==> src/rtl/cim_seq_pkg.sv <==
`default_nettype none
// ============================================================================
//  Module   : cim_seq_pkg
//  Purpose  : Shared types and constants for the CIM inference sequencer.
//  Revision : 1.0  initial release
// ============================================================================
package cim_seq_pkg;

    // Cycles from EN to REQ on the macro inference port
    localparam int MACRO_LAT    = 4;

    localparam int DEF_N_IN     = 256;
    localparam int DEF_N_NEURON = 16;
    localparam int DEF_CNT_W    = 8;
    localparam int DEF_TIMEOUT  = 15;

    typedef enum logic [1:0] {
        ST_IDLE  = 2'd0,
        ST_ISSUE = 2'd1,
        ST_WAIT  = 2'd2,
        ST_OUT   = 2'd3
    } seq_state_t;

    // Index width for a neuron number; never zero
    function automatic int idx_width(input int n);
        return (n > 1) ? $clog2(n) : 1;
    endfunction

endpackage
`default_nettype wire

==> src/rtl/cim_spike_counter.sv <==
`default_nettype none
// ============================================================================
//  Module   : cim_spike_counter
//  Purpose  : Bank of per-neuron saturating spike counters with a sample
//             clear. When CIM_ARGMAX_EN is defined it also produces the index
//             of the largest next-state count (lowest index wins ties).
//  Revision : 1.0  initial release
// ============================================================================
module cim_spike_counter
    import cim_seq_pkg::*;
#(
    parameter int N_NEURON = DEF_N_NEURON,
    parameter int CNT_W    = DEF_CNT_W
`ifdef CIM_ARGMAX_EN
    ,
    parameter int IDX_W    = idx_width(N_NEURON)
`endif
) (
    input  logic                      CLK,
    input  logic                      RST,
    input  logic                      i_clr,
    input  logic                      i_inc_en,
    input  logic [N_NEURON-1:0]       i_inc,
    output logic [N_NEURON*CNT_W-1:0] o_cnt
`ifdef CIM_ARGMAX_EN
    ,
    output logic [IDX_W-1:0]          o_argmax_nxt
`endif
);

    // Next-state counts, flattened the same way as o_cnt
    logic [N_NEURON*CNT_W-1:0] w_nxt;

    for (genvar gi = 0; gi < N_NEURON; gi++) begin : g_cnt
        logic [CNT_W-1:0] r_cnt;
        logic             w_sat;

        assign w_sat = &r_cnt;
        assign w_nxt[gi*CNT_W +: CNT_W] =
            i_clr ? '0 :
            ((i_inc_en && i_inc[gi] && !w_sat) ? r_cnt + CNT_W'(1) : r_cnt);

        // Counter register follows the clear/increment/saturate decision
        always_ff @(posedge CLK or posedge RST) begin
            if (RST) r_cnt <= '0;
            else     r_cnt <= w_nxt[gi*CNT_W +: CNT_W];
        end

        assign o_cnt[gi*CNT_W +: CNT_W] = r_cnt;
    end

`ifdef CIM_ARGMAX_EN
    logic [IDX_W-1:0] w_best_idx;
    logic [CNT_W-1:0] w_best_val;

    // Argmax over next-state counts so the final REQ's fires are included;
    // strict compare keeps the lowest index on ties
    always_comb begin
        w_best_idx = '0;
        w_best_val = w_nxt[CNT_W-1:0];
        for (int i = 1; i < N_NEURON; i++) begin
            if (w_nxt[i*CNT_W +: CNT_W] > w_best_val) begin
                w_best_val = w_nxt[i*CNT_W +: CNT_W];
                w_best_idx = IDX_W'(i);
            end
        end
    end

    assign o_argmax_nxt = w_best_idx;
`endif

endmodule
`default_nettype wire

==> src/rtl/cim_infer_seq.sv <==
`default_nettype none
// ============================================================================
//  Module   : cim_infer_seq
//  Purpose  : Inference sequencer for a CIM macro. Takes one spike vector per
//             timestep, pulses EN (FT on a sample's first timestep), waits for
//             REQ, accumulates NEURON_OUT into saturating counters and hands
//             the per-sample counts downstream.
//  Options  : CIM_ARGMAX_EN adds OUT_CLASS (index of the largest count).
//  Revision : 1.0  initial release
// ============================================================================
module cim_infer_seq
    import cim_seq_pkg::*;
#(
    parameter int N_IN     = DEF_N_IN,
    parameter int N_NEURON = DEF_N_NEURON,
    parameter int CNT_W    = DEF_CNT_W,
    parameter int TIMEOUT  = DEF_TIMEOUT
`ifdef CIM_ARGMAX_EN
    ,
    parameter int IDX_W    = idx_width(N_NEURON)
`endif
) (
    input  logic                      CLK,
    input  logic                      RST,
    output logic                      RSTB,
    input  logic                      IN_VALID,
    output logic                      IN_READY,
    input  logic [N_IN-1:0]           IN_SPIKE,
    input  logic                      IN_LAST,
    output logic                      EN,
    output logic                      FT,
    output logic [N_IN-1:0]           SPIKE_REMAP,
    input  logic                      REQ,
    input  logic [N_NEURON-1:0]       NEURON_OUT,
    output logic                      OUT_VALID,
    input  logic                      OUT_READY,
    output logic [N_NEURON*CNT_W-1:0] OUT_COUNT,
    output logic                      ERR,
    input  logic                      ERR_CLR
`ifdef CIM_ARGMAX_EN
    ,
    output logic [IDX_W-1:0]          OUT_CLASS
`endif
);

    // A limit at or below the macro latency would abort every healthy reply
    localparam int TMO_LIM = (TIMEOUT > MACRO_LAT) ? TIMEOUT : MACRO_LAT + 1;
    localparam int TMO_W   = $clog2(TMO_LIM + 1);

    seq_state_t        r_state;
    logic              r_first;
    logic              r_last;
    logic [TMO_W-1:0]  r_tmo;
    logic              r_in_ready;
    logic              r_en;
    logic              r_ft;
    logic [N_IN-1:0]   r_spike;
    logic              r_out_valid;
    logic              r_err;

    logic              w_accept;
    logic              w_req_hit;
    logic              w_timeout;

    assign w_accept  = (r_state == ST_IDLE) && IN_VALID && r_in_ready;
    assign w_req_hit = (r_state == ST_WAIT) && REQ;
    // r_tmo counts cycles since EN; abort when the next count reaches the limit
    assign w_timeout = (r_state == ST_WAIT) && !REQ && ((int'(r_tmo) + 1) >= TMO_LIM);

`ifdef CIM_ARGMAX_EN
    logic [IDX_W-1:0]  w_argmax_nxt;
    logic [IDX_W-1:0]  r_class;
`endif

    cim_spike_counter #(
        .N_NEURON (N_NEURON),
        .CNT_W    (CNT_W)
    ) u_cnt (
        .CLK          (CLK),
        .RST          (RST),
        .i_clr        (w_accept && r_first),
        .i_inc_en     (w_req_hit),
        .i_inc        (NEURON_OUT),
        .o_cnt        (OUT_COUNT)
`ifdef CIM_ARGMAX_EN
        ,
        .o_argmax_nxt (w_argmax_nxt)
`endif
    );

    // Sequencer FSM with registered handshake, macro and error outputs
    always_ff @(posedge CLK or posedge RST) begin
        if (RST) begin
            r_state     <= ST_IDLE;
            r_first     <= 1'b1;
            r_last      <= 1'b0;
            r_tmo       <= '0;
            r_in_ready  <= 1'b0;
            r_en        <= 1'b0;
            r_ft        <= 1'b0;
            r_spike     <= '0;
            r_out_valid <= 1'b0;
            r_err       <= 1'b0;
`ifdef CIM_ARGMAX_EN
            r_class     <= '0;
`endif
        end else begin
            r_en <= 1'b0;
            r_ft <= 1'b0;

            if (w_timeout)    r_err <= 1'b1;
            else if (ERR_CLR) r_err <= 1'b0;

            case (r_state)
                ST_IDLE: begin
                    if (w_accept) begin
                        r_spike    <= IN_SPIKE;
                        r_last     <= IN_LAST;
                        r_in_ready <= 1'b0;
                        r_en       <= 1'b1;
                        r_ft       <= r_first;
                        r_state    <= ST_ISSUE;
                    end else begin
                        r_in_ready <= 1'b1;
                    end
                end
                ST_ISSUE: begin
                    r_first <= 1'b0;
                    r_tmo   <= TMO_W'(1);
                    r_state <= ST_WAIT;
                end
                ST_WAIT: begin
                    if (REQ) begin
                        if (r_last) begin
                            r_first     <= 1'b1;
                            r_out_valid <= 1'b1;
`ifdef CIM_ARGMAX_EN
                            r_class     <= w_argmax_nxt;
`endif
                            r_state     <= ST_OUT;
                        end else begin
                            r_in_ready  <= 1'b1;
                            r_state     <= ST_IDLE;
                        end
                    end else if (w_timeout) begin
                        r_first    <= 1'b1;
                        r_in_ready <= 1'b1;
                        r_state    <= ST_IDLE;
                    end else begin
                        r_tmo <= r_tmo + TMO_W'(1);
                    end
                end
                ST_OUT: begin
                    if (OUT_READY) begin
                        r_out_valid <= 1'b0;
                        r_in_ready  <= 1'b1;
                        r_state     <= ST_IDLE;
                    end
                end
                default: r_state <= ST_IDLE;
            endcase
        end
    end

    assign RSTB        = ~RST;
    assign IN_READY    = r_in_ready;
    assign EN          = r_en;
    assign FT          = r_ft;
    assign SPIKE_REMAP = r_spike;
    assign OUT_VALID   = r_out_valid;
    assign ERR         = r_err;
`ifdef CIM_ARGMAX_EN
    assign OUT_CLASS   = r_class;
`endif

endmodule
`default_nettype wire

==> config.mk <==
export PLATFORM = sky130hd
export DESIGN_NAME = cim_infer_seq
export DESIGN_NICKNAME = d
export VERILOG_FILES = /design/src/rtl/cim_seq_pkg.sv /design/src/rtl/cim_spike_counter.sv /design/src/rtl/cim_infer_seq.sv
export SDC_FILE = /design/constraint.sdc
export NUM_CORES = 1
export LEC_CHECK = 0
export ABC_AREA = 0
export ABC_CLOCK_PERIOD_IN_PS = 22000
export CAP_MARGIN = 10
export CORE_AREA = 2 2 261 263
export DETAILED_ROUTE_END_ITERATION = 10
export DIE_AREA = 0 0 263 265
export PLACE_DENSITY = 0.58
export SYNTH_ARGS = -nofsm -noshare
export SYNTH_HDL_FRONTEND = slang
export SYNTH_SLANG_ARGS = --single-unit
==> constraint.sdc <==
create_clock -name CLK -period 22 [get_ports CLK]
set_clock_uncertainty 0.15 [all_clocks]
set_input_delay 5.5 -clock CLK [delete_from_list [all_inputs] [get_ports CLK]]
set_output_delay 5.5 -clock CLK [all_outputs]
set_load 0.1 [all_outputs]
==> results of run 1 <==
worst max-delay path: stages:
cell             delay [ns]
clkdlybuf4s50_1        0.53
inv_8                  0.45
clkdlybuf4s50_1        1.27
through the flow:
stage | util (%) | worst slack, ns | instances | hold WS (ns)
after global placement | 36.38 | 8.448 | 2766 | 0.3389
final | 38.72 | 8.474 | 2851 | 0.3539
after global routing | 38.72 | 8.355 | 2851 | 0.3655
after detailed placement | 36.38 | 8.450 | 2766 | 0.3443
after CTS | 38.72 | 8.449 | 2851 | 0.3569
after floorplan | - | 2.148 | 1262 | 0.3446
flip-flops by register name, indices dropped and copies added, names as in the netlist:
signal and count:
SPIKE_REMAP 256, u_cnt.g_cnt.r_cnt 128, r_tmo 4, r_state 2
EN 1, ERR 1, FT 1, IN_READY 1
OUT_VALID 1, r_first 1, r_last 1
logic make-up after synthesis:
family                     share of synthesized area, %
DFF                                               59.56
and+or+nand+nor                                   9.383
xor gates and xnor gates                          4.673
muxes                                             18.49
adders and majority gates                         1.725
AOI/OAI and AO/OA                                 4.133
buffers and inverters                             2.040
routing by layer:
metal	vias to the layer above	track usage [%]	routed length, um
li1	5817	-	-
met1	6301	18.36	21900
met2	427	27.16	28590
met3	76	5.118	4501
met4	4	4.108	1138
met5	-	0	27
placed cells by master (no fill, tap or decap), types with 14 or more instances in the layout:
| cell type | count |
|---|---|
| a21oi_1 | 28 |
| clkbuf_1 | 14 |
| clkbuf_16 | 49 |
| clkdlybuf4s50_1 | 668 |
| dfrtp_1 | 396 |
| ha_1 | 23 |
| inv_1 | 19 |
| mux2_2 | 257 |
| mux2i_1 | 19 |
| nand2_1 | 38 |
| nand3_1 | 57 |
| nand4_1 | 21 |
| nor2_1 | 118 |
| nor3_1 | 30 |
| o21ai_0 | 22 |
| or3_1 | 19 |
| xnor2_1 | 50 |
| xor2_1 | 39 |
worst paths after layout:
| check | from | to | slack, ns | cells after the start |
|---|---|---|---|---|
| hold reg to reg | SPIKE_REMAP[117] | SPIKE_REMAP[117] | 0.35 | 1 |
| min in group asynchronous | RST | SPIKE_REMAP[190] | 5.29 | 2 |
| max in group asynchronous | RST | u_cnt.g_cnt[9].r_cnt[6] | 13.17 | 5 |
| setup / recovery | RST | RSTB | 8.47 | 3 |
| setup reg to reg | r_state[1] | SPIKE_REMAP[113] | 18.53 | 7 |
| hold / removal | SPIKE_REMAP[117] | SPIKE_REMAP[117] | 0.35 | 1 |
final cells by class:
type | count | area (um^2)
clock buffers | 74 | 1430
fillers | 6403 | 40940
inverters | 20 | 82.58
flip-flops and latches | 397 | 9936
repair buffers | 678 | 6774
clock inverters | 11 | 133.9
multi-input cells | 798 | 6416
well taps | 873 | 1092
==> results.md, run 1 <==
- Status: completed
- Fin crit share: around three fifths
- Die area: 69700 um^2
- Synth warn: 0
- Port-buffer cells: between 600 and 700
- Number of H-tree levels: 2
- All-Layer GR Usage: 15.57%
- Main synth FF type: dfrtp_1
- EDFF count, synth: 0
- CP Class: input port to output port
- Synth Area per Inst: roughly 13 um^2
- Critical Path RT: 16.35 ns
- Vias per cell: 4.428
- RSZ-0062 raised after global routing: false
- TritonCTS clock tree: built
- Synth async-reset ratio: 100.0%
- Setup TNS: 0 ns
- Max-slew violations: 0
- Netlist Area Pre-Place: about 17000 um^2
- Initial antenna violation count: 3
- Sequential-to-total area share from yosys stat: 59.56%
- Hold-fix buffers, CTS: 0
- Crit path max fanout: 89
- Max frequency: 73.93 MHz
- Syn_nets: ~1600
- Worst Setup Start Kind: input port
- Layout cells sized above 1: 18.30%
- I/O pins: 669
- Die X: 263 um
- Resized Gates After CTS: 0
- Synth area leaders: dfrtp_1 59%, mux2_2 17%, nor2_1 2.7%, xnor2_1 2.6%, xor2_1 2.0%
- Initial Util: 24.97%
- Core ar.: 66800 um^2
- Area leader, netlist: dfrtp_1
- Initial DRC count: 544
- # nets final: 2246
- Antenna Violating Nets Remaining: 0
- Placed Area: between 20000 and 25000 um^2
- DRT Pass-1 Iters: 4
- Final Instance Area: 25860 um^2
- Via Count: ~13000
- Fin crit period: ~14 ns
- Synth top cells by count: 396 x dfrtp_1, 257 x mux2_2, 119 x nor2_1, 57 x nand3_1, 50 x xnor2_1
- Root Buffer: clkbuf_16
- CTS sink count: 397
- FP Rows: 95
- Grt ovf: 0
- Yosys top cell area share: 59.40%
- Setup crit end kind: output port
- CTS Buf Count: between 40 and 50
- Worst-Margin Slew: ~1.2 ns
- Max-slew headroom: a little under a fifth
- Antenna diodes: 0
- Netlist cell types: about 50
- Final hold viol count: 0
- Worst Hold Class: flip-flop to flip-flop
- Vias in the first global route: 13130
- Drt wl/cell: a little under 20 um
- Setup bufs post-CTS: 0
- Setup violators final: 0
- Register bit total from synthesis: 397
- Arr. time, crit path: 7.88 ns
- First-pass GRT wire length: 83780 um
- Clock transition at the registers of the reported paths: 0.05 ns
- Worst-Skew Late Latency: 0.58 ns
- Most common cell in the netlist: dfrtp_1
- Detail Placement HPWL: roughly 42000 um
- Max_cap viols: 0
- Clk buf depth: 3
- Die height: between 200 and 300 um
- P&R area growth vs syn: 55.04%
- Routability cong.: 0.8284
- Largest net degree at the start of global routing: roughly 200
- DRC errors left: 0
- Syn Inst Count: 1262
- Total Wirelength: 56160 um
Power of run 1 is left out: the tool's default activity adds up to more than one toggle a clock period on the data nets, which glitch-free logic cannot reach.
==> run 2: changes to the inputs <==
Settings changed: ABC_CLOCK_PERIOD_IN_PS 22000 to 13900.
Clock period 22 ns to 13.9 ns, I/O delays scaled along.
==> results.md, run 2 (synthesis results as in run 1) <==
- Status: completed
- Layout cells sized above 1: 18.26%
- Max reg flops: about 260
- Crit path max fanout: 3
- Fin util: approximately two fifths
- Die X: 263 um
- Arr. time, crit path: 5.60 ns
- Grt ovf: 0
- # nets final: between 2000 and 2500
- Setup bufs post-CTS: 0
- Worst-Skew Late Latency: 0.58 ns
- Initial Util: 24.97%
- Crit-path cells: clkdlybuf4s50_1 > clkinvlp_4 > clkdlybuf4s50_1
- First-pass GRT wire length: 82970 um
- Hold-fix buffers, CTS: 0
- Largest net degree at the start of global routing: 144
- Critical Path RT: roughly 10 ns
- All-Layer GR Usage: 15.27%
- Port-buffer cells: 668
- Core ar.: 66800 um^2
- Initial antenna violation count: 3
- RSZ-0062 raised after global routing: false
- Hold depth: 1
- Worst-Margin Slew: 1.269 ns
- TritonCTS clock tree: built
- Fin crit share: ~66%
- Crit path largest cell delay: 1.35 ns
- P&R area growth vs syn: 54.92%
- Commonest non-fill, non-tap cell in the layout: clkdlybuf4s50_1
- Worst Setup Start Kind: input port
- Max-slew violations: 0
- Instance count on the critical path: 3
- Clock transition at the registers of the reported paths: about 0.06 ns
- CTS sink count: 397
- Resized Gates After CTS: 0
- Slowest cell on the critical path: clkdlybuf4s50_1
- CP bufs+invs: 3
- Vias per cell: 4.412
- Max frequency: 108.4 MHz
- Root Buffer: clkbuf_16
- Detail Placement HPWL: 39990 um
- Worst R2R Path Depth: 7
- Commonest non-fill, non-tap cells in the layout: 665 x clkdlybuf4s50_1, 396 x dfrtp_1, 257 x mux2_2
- Die height: 265 um
- Placed Area: 24300 um^2
- Vias in the first global route: 13410
- CP dominant cell by count: clkdlybuf4s50_1
- Worst Hold Class: flip-flop to flip-flop
- Fin crit period: 9.225 ns
- Final Instance Area: between 20000 and 30000 um^2
- Max_cap viols: 0
- Setup violators final: 0
- Setup TNS: 0 ns
- Number of H-tree levels: 2
- Die area: 69700 um^2
- Initial DRC count: roughly 480
- I/O pins: between 600 and 700
- Via Count: 12570
- CP Class: input port to output port
- DRT Pass-1 Iters: 4
- CTS Buf Count: 47
- FP Rows: 95
- Max-slew headroom: 15.13%
- Final hold viol count: 0
- Total Wirelength: 54220 um
- Routability cong.: 0.7965
- Setup crit end kind: output port
- Drt wl/cell: 19.04 um
- DRC errors left: 0
- Clk buf depth: 3
- Antenna Violating Nets Remaining: 0
- Worst path top cell family by delay: buffers and inverters
[run 2: changes by cell type in the layout (fill, tap and decap cells not counted), moves of 2 or more]
cell and change:
diode_2 +3, buf_4 +5, clkdlybuf4s50_1 -3, clkinv_2 -2, clkbuf_16 -2, bufinv_16 +3
clkbuf_8 -5
[run 2: metal layers]
metal	vias up	global-route usage [%]	routed length (um)
met5	-	0	0
met4	0	6.178	1947
met3	97	4.515	3482
met2	391	26.69	27870
met1	6256	17.45	20920
li1	5821	-	-
[run 2: through the flow]
step           worst slack (ns)  instances  hold WS, ns
6_report                  4.675       2848       0.3457
3_5_place_dp              4.620       2768       0.3341
5_1_grt                   4.601       2848       0.3577
2_1_floorplan             1.722       1262       0.3446
3_3_place_gp              4.598       2768       0.3265
4_1_cts                   4.606       2845       0.3483
[run 2: worst paths after layout]
kind                                  from                 endpoint  slack, ns
worst max register to register  r_state[1]         SPIKE_REMAP[108]      10.01
max in group asynchronous              RST  u_cnt.g_cnt[6].r_cnt[2]       7.69
worst max-delay path                   RST                     RSTB       4.67
min in group asynchronous              RST          SPIKE_REMAP[35]       3.15
worst min register to register         ERR                      ERR       0.35
worst min-delay path                   ERR                      ERR       0.35
[run 2: area by class of cell]
| class | instances | area, um^2 |
|---|---|---|
| Sequential cell | 397 | 9936 |
| Clock inverter | 11 | 224.0 |
| Fill cell | 6420 | 40960 |
| Multi-Input combinational cell | 798 | 6416 |
| Timing Repair Buffer | 680 | 6782 |
| Tap cell | 873 | 1092 |
| Inverter | 20 | 78.83 |
| Clock buffer | 66 | 1308 |
| Antenna cell | 3 | 7.507 |
[run 2: worst register-to-register path, stage by stage (launching register included)]
cell and delay (ns):
dfrtp_1 0.39, inv_1 0.16, ha_1 0.20, inv_1 0.08
nor2_4 0.56, buf_4 0.86, buf_4 0.89, mux2_2 0.48
Power of run 2 is left out for the same reason.
==> run 3: changes to the inputs <==
Settings changed: ABC_CLOCK_PERIOD_IN_PS 13900 to 7400, PLACE_DENSITY 0.58 to 0.6.
Clock period 13.9 ns to 7.4 ns, I/O delays scaled along.
==> results.md, run 3 (synthesis results as in run 1) <==
- Worst setup path startpoint: RST
- Root Buffer: clkbuf_16
- Vias in the first global route: 13230
- # nets final: 2242
- Fin crit share: just over 70%
- Final std cells w/o fill: 2848
- Worst-Margin Slew: 1.181 ns
- CTS Buf Count: 46
- Initial Util: 24.97%
- DRT Pass-1 Iters: 5
- Max frequency: 191.1 MHz
- Met3 GRT Util: between 4 and 5%
- Number of H-tree levels: 2
- RSZ-0062 raised after global routing: false
- Max_cap viols: 0
- Setup crit end kind: output port
- DRC errors left: 0
- Initial antenna violation count: 5
- Final hold viol count: 0
- Worst Setup Start Kind: input port
- Worst R2R Path Depth: 7
- Commonest non-fill, non-tap cells in the layout: 667 x clkdlybuf4s50_1, 396 x dfrtp_1, 257 x mux2_2
- Crit-path cells: clkdlybuf4s50_1 > clkinvlp_4 > buf_4 > buf_4
- Setup bufs post-CTS: 0
- RR Endpoint: SPIKE_REMAP[24]
- Worst-Skew Late Latency: about 0.57 ns
- Fin crit period: 5.232 ns
- Met2 Track Usage GR: 25.82%
- Routability cong.: 0.8374
- Vias per cell: 4.449
- Footprint of the multi-input gates: about 6400 um^2
- CTS sink count: 397
- Core ar.: 66800 um^2
- Clk buf depth: 3
- CP Class: input port to output port
- Crit path largest cell delay: 0.44 ns
- TritonCTS clock tree: built
- Die X: between 200 and 300 um
- Slowest cell on the critical path: clkdlybuf4s50_1
- Final Instance Area: 25810 um^2
- Clock transition at the registers of the reported paths: about 0.06 ns
- Die height: 265 um
- Met1 global-route usage: 17.63%
- Crit path max fanout: 39
- Max-slew violations: 0
- Max reg flops: around 260
- P&R area growth vs syn: 54.73%
- Reg-to-Reg Start: r_state[1]
- Setup violators final: 0
- Via Count: ~13000
- Flip-flop and latch area: 9936 um^2
- Largest net degree at the start of global routing: between 150 and 200
- Hold depth: 1
- Arr. time, crit path: 3.23 ns
- Layout cells sized above 1: 18.26%
- I/O pins: 669
- Port-buffer cells: 668
- Critical Path RT: 5.40 ns
- Setup crit end: RSTB
- Total Wirelength: about 54000 um
- First-pass GRT wire length: 81110 um
- Hold-fix buffers, CTS: 0
- Grt ovf: 0
- GRT Max-Usage Layer: met2
- Max-slew headroom: a little over a fifth
- Drt wl/cell: 18.99 um
- FP Rows: 95
- Inst Count DP: around 2800
- Resized Gates After CTS: 0
- Detail Placement HPWL: 39850 um
- CP dominant cell by count: buf_4
- Die area: between 60000 and 70000 um^2
- Commonest non-fill, non-tap cell in the layout: clkdlybuf4s50_1
- Placed Area: 24310 um^2
- Flop2flop setup slack: 4.01 ns
- Antenna Violating Nets Remaining: 0
- Layout fillers: 6358
- Worst Hold Class: flip-flop to flip-flop
- Initial DRC count: 631
- All-Layer GR Usage: 14.96%
- Status: completed
==> run 3: cell count changes in the layout (fill, tap and decap cells not counted), moves of 2 or more <==
cell             change
buf_12               +2
buf_4                -7
clkbuf_1             -3
clkinvlp_4           +2
clkbuf_8             +7
clkdlybuf4s50_1      +2
bufinv_16            -4
==> run 3: worst min path at each step <==
stage	from	end	slack, ns
after global placement	ERR	ERR	0.33
final	ERR	ERR	0.35
after global routing	SPIKE_REMAP[44]	SPIKE_REMAP[44]	0.37
after floorplan	r_first	r_first	0.34
after detailed placement	ERR	ERR	0.34
after CTS	ERR	ERR	0.35
==> run 3: final cells by class <==
cell class / instances / area share (%)
Clock inverter: 9 / 0.3781
Sequential cell: 397 / 38.49
Clock buffer: 70 / 5.395
Inverter: 20 / 0.3054
Antenna cell: 4 / 0.03878
Timing Repair Buffer: 677 / 26.30
Tap cell: 873 / 4.232
Multi-Input combinational cell: 798 / 24.86
==> run 3: per-layer routing <==
metal,routed length (um),vias to the layer above
li1,-,5811
met1,21250,6342
met2,27540,426
met3,3799,90
met4,1477,2
met5,14,-
==> run 3: stage by stage <==
stage | worst slack (ns) | utilization [%] | hold WS [ns] | TNS, ns
after CTS | 2.123 | 38.63 | 0.3517 | 0
after global placement | 2.106 | 36.39 | 0.3296 | 0
after detailed placement | 2.124 | 36.39 | 0.3383 | 0
after floorplan | -1.528 | - | 0.3446 | -131.46
after global routing | 2.069 | 38.64 | 0.3675 | 0
final | 2.168 | 38.64 | 0.3457 | 0
==> run 3: worst max-delay path, delay by kind of cell <==
family | cells | cell delay (ns)
buffers and inverters | 4 | 1.35
Power of run 3 is left out for the same reason.
